**config.mk**
```make
export PLATFORM = sky130hd
export DESIGN_NAME = mema_stream_ctrl
export DESIGN_NICKNAME = d
export VERILOG_FILES = /design/src/rtl/mema_stream_ctrl.sv
export SDC_FILE = /design/constraint.sdc
export NUM_CORES = 1
export LEC_CHECK = 0
export ABC_AREA = 1
export BUFFER_PORTS_ARGS = -buffer_cell sky130_fd_sc_hd__buf_4
export CAP_MARGIN = 40
export CORE_MARGIN = 2
export CORE_UTILIZATION = 29
export CTS_BUF_LIST = sky130_fd_sc_hd__clkbuf_8
export CTS_CLUSTER_SIZE = 24
export DETAILED_ROUTE_END_ITERATION = 12
export GPL_TIMING_DRIVEN = 1
export MAX_ROUTING_LAYER = met4
export PLACE_DENSITY_LB_ADDON = 0.25
export SLEW_MARGIN = 20
export SYNTH_ARGS = -nofsm -noshare
export SYNTH_HDL_FRONTEND = slang
export SYNTH_SLANG_ARGS = --single-unit
```
**constraint.sdc**
```tcl
create_clock -name clock -period 2 [get_ports clock]
set_clock_uncertainty 0.1 [all_clocks]
set_input_delay 0.1 -clock clock [delete_from_list [all_inputs] [get_ports clock]]
set_output_delay 0.1 -clock clock [all_outputs]
set_load 0.01 [all_outputs]
```
**src/rtl/mema_stream_ctrl.sv**
```systemverilog
// mema_stream_ctrl: master-side controller for an 8x8 single-port memory.
// Captures a burst of DEPTH bytes from a valid/ready input stream into the
// memory at consecutive addresses, then reads them back and emits them on a
// valid/ready output stream.
//
// Optional build macro: MEMA_CTRL_REVERSE_EN
//   defined   -> last-in-first-out drain (read pointer DEPTH-1 down to 0)
//   undefined -> first-in-first-out drain (read pointer 0 up to DEPTH-1)
//
// Read timing: the memory's dOut1 is registered, so each output byte costs
// one address cycle (RD_REQ) plus one data cycle (RD_DATA). The address is
// held through RD_DATA so dOut1 stays stable under output backpressure.
// DEPTH must equal 2**AW; the write pointer wraps naturally at that size.

module mema_stream_ctrl #(
    parameter int DW    = 8,
    parameter int AW    = 3,
    parameter int DEPTH = 8
) (
    input  logic          clock,
    input  logic          reset,
    input  logic          start,
    input  logic          in_valid,
    input  logic [DW-1:0] in_data,
    output logic          in_ready,
    output logic          out_valid,
    output logic [DW-1:0] out_data,
    input  logic          out_ready,
    output logic          busy,
    output logic          done,
    output logic [AW:0]   count,
    output logic [AW-1:0] addrA,
    output logic          weA,
    output logic [DW-1:0] datainA,
    input  logic [DW-1:0] dOut1
);

    typedef enum logic [2:0] {
        S_IDLE,
        S_FILL,
        S_RD_REQ,
        S_RD_DATA,
        S_DONE
    } state_e;

    // Count value held while the final byte of a burst is being accepted.
    localparam logic [AW:0] LAST_COUNT = (AW+1)'(DEPTH - 1);

`ifdef MEMA_CTRL_REVERSE_EN
    // LIFO drain: start at the top address and walk down to 0.
    localparam logic [AW-1:0] RD_FIRST = AW'(DEPTH - 1);
    localparam logic [AW-1:0] RD_LAST  = '0;
`else
    // FIFO drain: start at address 0 and walk up to the top address.
    localparam logic [AW-1:0] RD_FIRST = '0;
    localparam logic [AW-1:0] RD_LAST  = AW'(DEPTH - 1);
`endif

    state_e        state_q, state_d;
    logic [AW-1:0] wr_ptr_q, wr_ptr_d;
    logic [AW-1:0] rd_ptr_q, rd_ptr_d;
    logic [AW:0]   count_q, count_d;
    logic [AW-1:0] rd_ptr_next;

    // Step the read pointer in the drain direction selected at build time.
    always_comb begin
`ifdef MEMA_CTRL_REVERSE_EN
        rd_ptr_next = rd_ptr_q - AW'(1);
`else
        rd_ptr_next = rd_ptr_q + AW'(1);
`endif
    end

    // State register, pointers and byte count; reset aborts a burst at once.
    always_ff @(posedge clock or posedge reset) begin
        // NOTE: sequential state uses non-blocking assignments so every flop
        // samples the pre-edge value of every other flop.
        if (reset) begin
            state_q  <= S_IDLE;
            wr_ptr_q <= '0;
            rd_ptr_q <= '0;
            count_q  <= '0;
        end else begin
            state_q  <= state_d;
            wr_ptr_q <= wr_ptr_d;
            rd_ptr_q <= rd_ptr_d;
            count_q  <= count_d;
        end
    end

    // Next-state logic and all state-decoded outputs.
    always_comb begin
        // NOTE: every signal gets a default before the case so no path leaves
        // one unassigned, which would otherwise infer a latch.
        state_d   = state_q;
        wr_ptr_d  = wr_ptr_q;
        rd_ptr_d  = rd_ptr_q;
        count_d   = count_q;
        in_ready  = 1'b0;
        out_valid = 1'b0;
        out_data  = '0;
        busy      = 1'b1;
        done      = 1'b0;
        addrA     = '0;
        weA       = 1'b0;
        datainA   = '0;

        case (state_q)
            S_IDLE: begin
                busy = 1'b0;
                // in_valid is deliberately ignored until the burst starts.
                if (start) begin
                    state_d  = S_FILL;
                    count_d  = '0;
                    wr_ptr_d = '0;
                end
            end

            S_FILL: begin
                // Write-through: the memory write happens in the same cycle
                // as the input handshake, so weA follows in_valid directly.
                in_ready = 1'b1;
                weA      = in_valid;
                addrA    = wr_ptr_q;
                datainA  = in_data;
                if (in_valid) begin
                    wr_ptr_d = wr_ptr_q + AW'(1);
                    count_d  = count_q + (AW+1)'(1);
                    if (count_q == LAST_COUNT) begin
                        state_d  = S_RD_REQ;
                        rd_ptr_d = RD_FIRST;
                    end
                end
            end

            S_RD_REQ: begin
                // Present the read address; dOut1 is valid next cycle.
                addrA   = rd_ptr_q;
                state_d = S_RD_DATA;
            end

            S_RD_DATA: begin
                // Address stays put so the registered read data is stable
                // for as long as the consumer stalls.
                addrA     = rd_ptr_q;
                out_valid = 1'b1;
                out_data  = dOut1;
                if (out_ready) begin
                    if (rd_ptr_q == RD_LAST) begin
                        state_d = S_DONE;
                    end else begin
                        rd_ptr_d = rd_ptr_next;
                        state_d  = S_RD_REQ;
                    end
                end
            end

            S_DONE: begin
                // start is ignored here too; count keeps DEPTH until restart.
                done    = 1'b1;
                state_d = S_IDLE;
            end

            default: begin
                state_d = S_IDLE;
            end
        endcase
    end

    assign count = count_q;

endmodule

```
==> results of run 1 <==
Yosys cell counts:
cell type and number:
a21oi_1 1, a21oi_4 1, buf_2 1, buf_4 1, dfrtp_1 13, ha_1 4
inv_1 32, inv_2 4, nand2_1 24, nand2_2 1, nand2_4 1, nand2_8 1
nand3_1 8, nand3_2 3, nand4_1 3, nor2_1 28, nor2_2 1, nor2_8 2
nor3_1 1, o211ai_1 1, o21ai_0 4, o21ai_1 2, o21ai_4 1, o22ai_1 2
xnor2_1 2
final cells by class:
cell class                 count  area [um^2]
clock inverter                 1         3.75
clock buffer                   3         41.3
timing repair buffer          49          370
inverter                      36          135
fill                         342         1880
multi-input combinational     91          528
sequential                    13          325
tap                           46         57.6
cell families after synthesis:
kind of cell,count (synthesis)
fa+ha+maj,4
simple gates,73
compound gates,12
flops,13
xor+xnor,2
buf+inv,38
routing by layer:
metal / part of all wire [%] / vias up
met3: 4.7 / 0
met1: 45 / 437
met5: 0 / -
met2: 50 / 30
li1: - / 532
met4: 0 / 0
stage by stage:
| step | power (mW) | std cells | util [%] |
|---|---|---|---|
| after floorplan | 1.25 | 142 | - |
| after global placement | 1.68 | 234 | 42.1 |
| after detailed placement | 1.68 | 234 | 42.1 |
| after CTS | 1.92 | 239 | 43.8 |
| after global routing | 2.06 | 239 | 43.8 |
| final | 1.89 | 239 | 43.8 |
final timing paths:
| check | from | endpoint | slack [ps] |
|---|---|---|---|
| setup / recovery | state_q[1] | weA | 220 |
| hold / removal | out_ready | state_q[1] | 80 |
| setup reg to reg | rd_ptr_q[0] | rd_ptr_q[0] | 420 |
| hold reg to reg | rd_ptr_q[1] | rd_ptr_q[1] | 410 |
| min in group asynchronous | reset | wr_ptr_q[1] | 360 |
| max in group asynchronous | reset | state_q[0] | 1090 |
state kept, by name, indices dropped and copies added (netlist names):
| name | count |
|---|---|
| rd_ptr_q | 3 |
| state_q | 3 |
| wr_ptr_q | 3 |
| count | 4 |
repair_timing:
action,CTS,global route
buffers inserted,0,0
hold endpoints to repair,13,0
hold buffers,1,0
power groups by stage:
stage	registers, mW	clock network (mW)	logic (mW)
floorplan	0.456	0	0.789
global placement	0.466	0	1.22
detailed placement	0.465	0	1.22
CTS	0.462	0.235	1.23
global route	0.480	0.250	1.33
finish	0.463	0.228	1.20
critical path, cell delays in order (launching register included):
cell	delay (ps)
dfrtp_1	460
nor2_1	150
nand2_1	290
nor2_1	280
buf_4	160
==> results.md, run 1 <==
* WS Path Type: reg -> out
* Final Instance Area at between 1000 and 1500 um^2
* # DRC at 0
* Vias in the first global route at around 900
* Fin crit share at about nine tenths
* Top post-synthesis cells by area: dfrtp_1, inv_1, nor2_1
* Diode count at 0
* Routed Antenna Nets at 0
* Post-Synth Simple-Gate Area at 37.2%
* Area share of the largest cell type after synthesis at about a third
* Total GRT Usage at between 10% and 20%
* Sequential cell area fraction in the yosys report at 32.5%
* DR vias at 999
* Rel. slew slack at 65.3%
* Core Region at between 3000 and 4000 um^2
* Status: finished, final reports clean
* Met1 usage at between 10% and 20%
* #FFs+latches synth at 13
* Resize count post-CTS at 0
* DRT iter0 DRCs at 31
* Unrepaired setup endpoints after global routing: false
* CP startpoint kind: flop
* Power Internal at 1.01 mW
* Pre-CTS setup slack at 413 ps
* Sequential power share at around 24%
* Ys Warns at 0
* Main combinational cell family by area after synthesis: simple AND/OR/NAND/NOR gates
* Final setup TNS at 0 ps
* Mapped Area at 1000 um^2
* H-tree levels at 1
* Area leader, netlist: dfrtp_1
* Layout Nets at between 200 and 250
* Clock transition at path regs at 60 ps
* Mux contribution to synthesized area at 0%
* Setup slack after layout at about 220 ps
* Area post-placement at approximately 1400 um^2
* CTS buffer count at 3
* Post-Synthesis Net Count at approximately 170
* Post-DR vias/cell at ~4.2
* Sw power at between 800 and 900 uW
* Area growth from synthesis to final layout at 46.0%
* Final GP Congestion at about 0.8
* CTS root buffer: clkbuf_8
* Hold crit path type: in -> reg
* Leakage power at about 0.85 nW
* TritonCTS Sinks at 13
* CTS tree: built
* Data arrival time of the worst path at roughly 1600 ps
* Die Ht at 62.8 um
* Peak VDD IR at roughly 0.35 mV
* Post-Synthesis Cells at ~140
* Synth cell types at 25
* CP Max Fanout at 14
* Slew @ Worst Pin at 520 ps
* Final Hold Fails at 0
* Antenna violations before repair at 0
* Max Freq at ~0.56 GHz
* I/O Pins at 49
* Avg WL per Cell at approximately 10 um
* Die width at 62.8 um
* First-pass GRT wire length at 3950 um
* MaxCap Viol Count at 0
* WHS at ~83 ps
* Layout cells sized above 1 at roughly 34%
* Later-pin clock latency in the skew report at about 240 ps
* Adder-Cell Fraction of Synth Area at roughly 5.0%
* First-pass DRT Iterations at 4
* Max Slew Vio Count at 0
* Setup-failing EPs final at 0
* Gr ovfl total at 0
* CTS Buffer Depth at 2
* Avg Cell Area, Syn at between 7 and 8 um^2
* Grt met3 use at around 2.9%
* Post-DP HPWL at between 1500 and 2000 um
* Buffers on Ports at between 40 and 50
* Placement row count at 21
* Sw Ratio at approximately 47%
* Pwr Density at between 1000 and 1500 nW/um^2
* Grt peak-use layer: met2
* Initial Util at ~30%
* DIE AREA at approximately 4000 um^2
* Clk network pwr share at roughly an eighth
* Fin crit period at between 1500 and 2000 ps
* Worst r2r path cells at 8
* Xor-xnor portion of the synthesized cell area at roughly 1.7%
* Final WL at ~2400 um
* Met2 Usage GRT at between 20 and 25%
* Commonest non-fill, non-tap cell in the layout: buf_4
* Combinational share of power at 63.5%
* Worst setup EP type: output port
* Pin count of the biggest net entering global routing at 15
* Compound-Gate Fraction of Synth Area at under 10%
* Most frequent cells in the layout: buf_4, inv_1, nor2_1, nand2_1, dfrtp_1
* WHS Path Cells at 4
* CP required at roughly 1800 ps
Note: power is estimated with default switching activity, not from simulation.
==> inputs of run 2 (changes only) <==
- CAP_MARGIN: 40 -> 5
- CELL_PAD_IN_SITES_DETAIL_PLACEMENT: not set -> 2
- CELL_PAD_IN_SITES_GLOBAL_PLACEMENT: not set -> 2
- CORE_UTILIZATION: 29 -> 24
==> results.md, run 2 (same netlist as run 1, synthesis figures left out) <==
* Status: finished, final reports clean
* Data arrival time of the worst path at 1640 ps (+60 ps)
* Layout Nets at 219 (unchanged)
* Gr ovfl total at 0 (unchanged)
* Max Slew Vio Count at 0 (unchanged)
* Wl on met1 at 1280 um (+19%)
* Resize count post-CTS at 0 (unchanged)
* DIE AREA at 4700 um^2 (+19%)
* Total GRT Usage at 15.2% (+2.7 points)
* Buffers on Ports at 48 (unchanged)
* Peak VDD IR at 0.345 mV (-2.4%)
* Hold crit path type: in -> reg
* H-tree levels at 1 (unchanged)
* MaxCap Viol Count at 0 (unchanged)
* Pwr Density at 1330 nW/um^2 (+2.3%)
* DRT iter0 DRCs at 14 (-55%)
* Clock transition at path regs at 60 ps (about the same)
* Antenna violations before repair at 0 (unchanged)
* Worst setup EP type: output port
* Final setup TNS at 0 ps (unchanged)
* Commonest non-fill, non-tap cell in the layout: buf_4
* CTS buffer count at 3 (unchanged)
* CP Max Fanout at 14 (unchanged)
* CTS tree: built
* Max FFs per register at 4 (unchanged)
* WHS at 81.6 ps (-1.43 ps)
* Max Freq at 0.543 GHz (-3.2%)
* Setup-failing EPs final at 0 (unchanged)
* Fin crit share at 92.1% (+3.0 points)
* Final Instance Area at 1470 um^2 (+0.34%)
* Most frequent cells in the layout: buf_4, inv_1, nor2_1, nand2_1, dfrtp_1
* Max layer used: met4
* WS Path Type: reg -> out
* Later-pin clock latency in the skew report at 240 ps (about the same)
* Placement row count at 23 (+9.5%)
* First-pass DRT Iterations at 4 (unchanged)
* Leakage power at 0.845 nW (unchanged)
* Die width at 68.6 um (+9.3%)
* Post-DR vias/cell at 4.47 (+6.8%)
* Rel. slew slack at 63.7% (-1.6 points)
* Unrepaired setup endpoints after global routing: false
* TritonCTS Sinks at 13 (unchanged)
* Slew @ Worst Pin at 544 ps (+24.2 ps)
* Die Ht at 68.6 um (+9.3%)
* Fin crit period at 1840 ps (+59.1 ps)
* Avg WL per Cell at 13.2 um (+32%)
* Layout cells sized above 1 at 34.2% (unchanged)
* CTS root buffer: clkbuf_8
* Area growth from synthesis to final layout at 46.5%
* CP required at 1800 ps (about the same)
* CTS Buffer Depth at 2 (unchanged)
* Number of post-CTS setup repair buffers at 0 (unchanged)
* Final WL at 3200 um (+35%)
* Core Region at 4000 um^2 (+20%)
* Routed Antenna Nets at 0 (unchanged)
* Final GP Congestion at 0.764 (-6.5%)
* Pin count of the biggest net entering global routing at 15 (unchanged)
* First-pass GRT wire length at 5220 um (+32%)
* Initial Util at 25.0% (-5.0 points)
* Post-Place Cells at 238 (+1.7%)
* Post-DP HPWL at 2740 um (+43%)
* Met2 wire len at 1800 um (+51%)
* Layout fillers at 492 (+44%)
* Routed wl met3 at 83 um (-27%)
* Fin cells at 243 (+1.7%)
* Diode count at 0 (unchanged)
* # DRC at 0 (unchanged)
* Final Hold Fails at 0 (unchanged)
* CP startpoint kind: flop
* DR vias at 1085 (+8.6%)
* Area post-placement at 1410 um^2 (+0.36%)
* Post-CTS Hold Fix Bufs at 1 (unchanged)
* I/O Pins at 49 (unchanged)
* Vias in the first global route at 1119 (+23%)
run 2: cell counts in the layout (fill, tap and decap cells not counted):
Identical to the previous run, type by type.
run 2: layout make-up:
| type | instances | area [um^2] | share of cell area [%] |
|---|---|---|---|
| clock buffer | 3 | 41.3 | 2.82 |
| clock inverter | 1 | 3.75 | 0.256 |
| inverter | 36 | 135 | 9.22 |
| multi-input combinational | 91 | 528 | 36.0 |
| sequential | 13 | 325 | 22.2 |
| tap | 50 | 62.6 | 4.27 |
| timing repair buffer | 49 | 370 | 25.3 |
run 2: layer usage:
metal	global-route usage [%]	up-vias
li1	-	528
met1	15.5	533
met5	-	-
met2	30.3	20
met3	1.46	4
met4	4.50	0
run 2: path summary, 6_finish.rpt:
path                               end  cells after the start  slack, ps        start
hold / removal              state_q[1]                      4         80    out_ready
max in group asynchronous  wr_ptr_q[2]                      3       1070        reset
setup / recovery                   weA                      4        160   state_q[1]
setup reg to reg           rd_ptr_q[0]                      8        340  rd_ptr_q[0]
hold reg to reg            rd_ptr_q[1]                      2        430  rd_ptr_q[1]
min in group asynchronous   state_q[1]                      3        370        reset
run 2: worst max-delay path, cell delays in order, from the launching register on:
cell     delay (ps)
dfrtp_1         460
nor2_1          170
nand2_1         300
nor2_1          300
buf_4           170
run 2: through the flow:
stage | util, % | worst slack, ps | total power, mW
finish | 36.7 | 158 | 1.94
global route | 36.7 | 27.8 | 2.13
CTS | 36.7 | 124 | 1.99
detailed placement | 35.3 | 346 | 1.74
global placement | 35.3 | 444 | 1.68
floorplan | - | 533 | 1.25
run 2: where the power goes:
part,switching (mW),internal (mW)
clock,0.0993,0.136
combinational,0.724,0.517
sequential,0.111,0.356
==> inputs of run 3 (changes only) <==
- PLACE_DENSITY_LB_ADDON: 0.25 -> 0.1
==> results.md, run 3 (same netlist as run 1, synthesis figures left out) <==
* Status: finished, final reports clean
* Power Internal at 1.01 mW (+0.23%)
* Max FFs per register at 4 (unchanged)
* Slew @ Worst Pin at 536 ps (-8.01 ps)
* WHS at 104 ps (+22.4 ps)
* Combinational share of power at 63.8% (about the same)
* # DRC at 0 (unchanged)
* Unrepaired setup endpoints after global routing: false
* WS Path Type: reg -> out
* CP Max Fanout at 14 (unchanged)
* Total GRT Usage at 16.8% (+1.5 points)
* Pin count of the biggest net entering global routing at 15 (unchanged)
* Initial Util at 25.0% (unchanged)
* Antenna violations before repair at 0 (unchanged)
* Buffers on Ports at 48 (unchanged)
* Fin cells at 243 (unchanged)
* Post-DP HPWL at 2680 um (-2.2%)
* CP startpoint kind: flop
* Clock transition at path regs at 60 ps (about the same)
* Met2 wire len at 1660 um (-7.6%)
* Gr ovfl total at 0 (unchanged)
* TritonCTS Sinks at 13 (unchanged)
* Area growth from synthesis to final layout at 46.8%
* CTS buffer count at 3 (unchanged)
* Die width at 68.6 um (unchanged)
* Later-pin clock latency in the skew report at 250 ps (about the same)
* Sw power at 953 uW (+2.0%)
* Placement row count at 23 (unchanged)
* Vias in the first global route at 1271 (+14%)
* Final Hold Fails at 0 (unchanged)
* CTS tree: built
* Layout Nets at 219 (unchanged)
* Diode count at 0 (unchanged)
* Final GP Congestion at 0.798 (+4.5%)
* CTS root buffer: clkbuf_8
* I/O Pins at 49 (unchanged)
* Max Freq at 0.566 GHz (+4.2%)
* CP required at 1800 ps (about the same)
* Setup-failing EPs final at 0 (unchanged)
* Fin crit share at 88.4% (-3.7 points)
* Layout cells sized above 1 at 34.7% (+0.52 points)
* DIE AREA at 4700 um^2 (unchanged)
* CTS Buffer Depth at 2 (unchanged)
* Leakage power at 0.845 nW (about the same)
* Sequential power share at 23.8% (-0.3 points)
* Slowest CP cell: dfrtp_1
* Pwr Density at 1340 nW/um^2 (+0.90%)
* Largest stage delay on the critical path at 470 ps (about the same)
* Commonest non-fill, non-tap cell in the layout: buf_4
* Routed wl met3 at 234 um (+180%)
* H-tree levels at 1 (unchanged)
* Core Region at 4000 um^2 (unchanged)
* Most frequent cells in the layout: buf_4, inv_1, nor2_1, nand2_1, dfrtp_1
* Worst setup EP type: output port
* Final setup TNS at 0 ps (unchanged)
* Max layer used: met4
* Wl on met1 at 1300 um (+1.6%)
* Hold crit path type: in -> reg
* Die Ht at 68.6 um (unchanged)
* Post-Place Cells at 238 (unchanged)
* CP Cell Sequence: nor2_1 > nand2_2 > nor2_1 > buf_4
* Most used cell, CP: nor2_1
* Number of post-CTS setup repair buffers at 0 (unchanged)
* First-pass GRT wire length at 5660 um (+8.6%)
* Avg WL per Cell at 13.4 um (+1.7%)
* Peak VDD IR at 0.336 mV (-2.6%)
* Clk network pwr share at 12.4% (+0.3 points)
* Routed Antenna Nets at 0 (unchanged)
* Max Slew Vio Count at 0 (unchanged)
* Sw Ratio at 48.5% (+0.43 points)
* Rel. slew slack at 64.2% (+0.53 points)
* First-pass DRT Iterations at 4 (unchanged)
* DRT iter0 DRCs at 28 (+14)
* DR vias at 1084 (-0.092%)
* Fin crit period at 1770 ps (-73.8 ps)
* Post-DR vias/cell at 4.46 (about the same)
* Final WL at 3260 um (+1.7%)
* Data arrival time of the worst path at 1570 ps (-70 ps)
* MaxCap Viol Count at 0 (unchanged)
## run 3: power by group through the flow
stage          Combinational (mW)  Clock, mW  Sequential, mW
6_report                     1.25      0.244           0.468
5_1_grt                      1.42      0.259           0.486
4_1_cts                      1.29      0.255           0.467
3_5_place_dp                 1.28          0           0.470
3_3_place_gp                 1.23          0           0.466
2_1_floorplan               0.789          0           0.456
## run 3: layout make-up
class	instances	area (um^2)
flip-flops and latches	13	325
fillers	486	2530
multi-input cells	91	531
repair buffers	49	370
well taps	50	62.6
inverters	36	135
clock inverters	1	3.75
clock buffers	3	41.3
## run 3: worst paths after layout
| path | startpoint | cells past startpoint | to | slack, ps |
|---|---|---|---|---|
| min in group asynchronous | reset | 3 | wr_ptr_q[2] | 360 |
| max | state_q[1] | 4 | weA | 230 |
| min | out_ready | 4 | state_q[1] | 100 |
| min reg2reg | rd_ptr_q[1] | 2 | rd_ptr_q[1] | 420 |
| max reg2reg | rd_ptr_q[0] | 8 | rd_ptr_q[2] | 390 |
| max in group asynchronous | reset | 3 | state_q[2] | 1080 |
## run 3: repair_timing
| item | CTS | global route |
|---|---|---|
| setup endpoints to repair | 0 | 4 |
| hold buffers | 1 | 0 |
| hold endpoints to repair | 13 | 0 |
| gates resized for setup | 0 | 1 |
## run 3: stage by stage
| stage | instance area, um^2 | total power, mW | setup slack [ps] | util (%) |
|---|---|---|---|---|
| 6_report | 1470 | 1.96 | 232 | 36.7 |
| 5_1_grt | 1470 | 2.16 | 49.7 | 36.7 |
| 4_1_cts | 1470 | 2.01 | 44.3 | 36.7 |
| 3_5_place_dp | 1410 | 1.75 | 319 | 35.3 |
| 3_3_place_gp | 1410 | 1.69 | 342 | 35.3 |
| 2_1_floorplan | 1000 | 1.25 | 533 | - |
## run 3: worst max-delay path, delay by kind of cell (launching register included)
kind | cells | cell delay (ps)
flops | 1 | 470
simple gates | 3 | 690
buf+inv | 1 | 160
## run 3: metal layers
layer  vias to the layer above  track usage, %
met5                         -               -
met4                         0            6.00
met3                         5            2.92
met2                        45            29.7
met1                       506            18.8
li1                        528               -
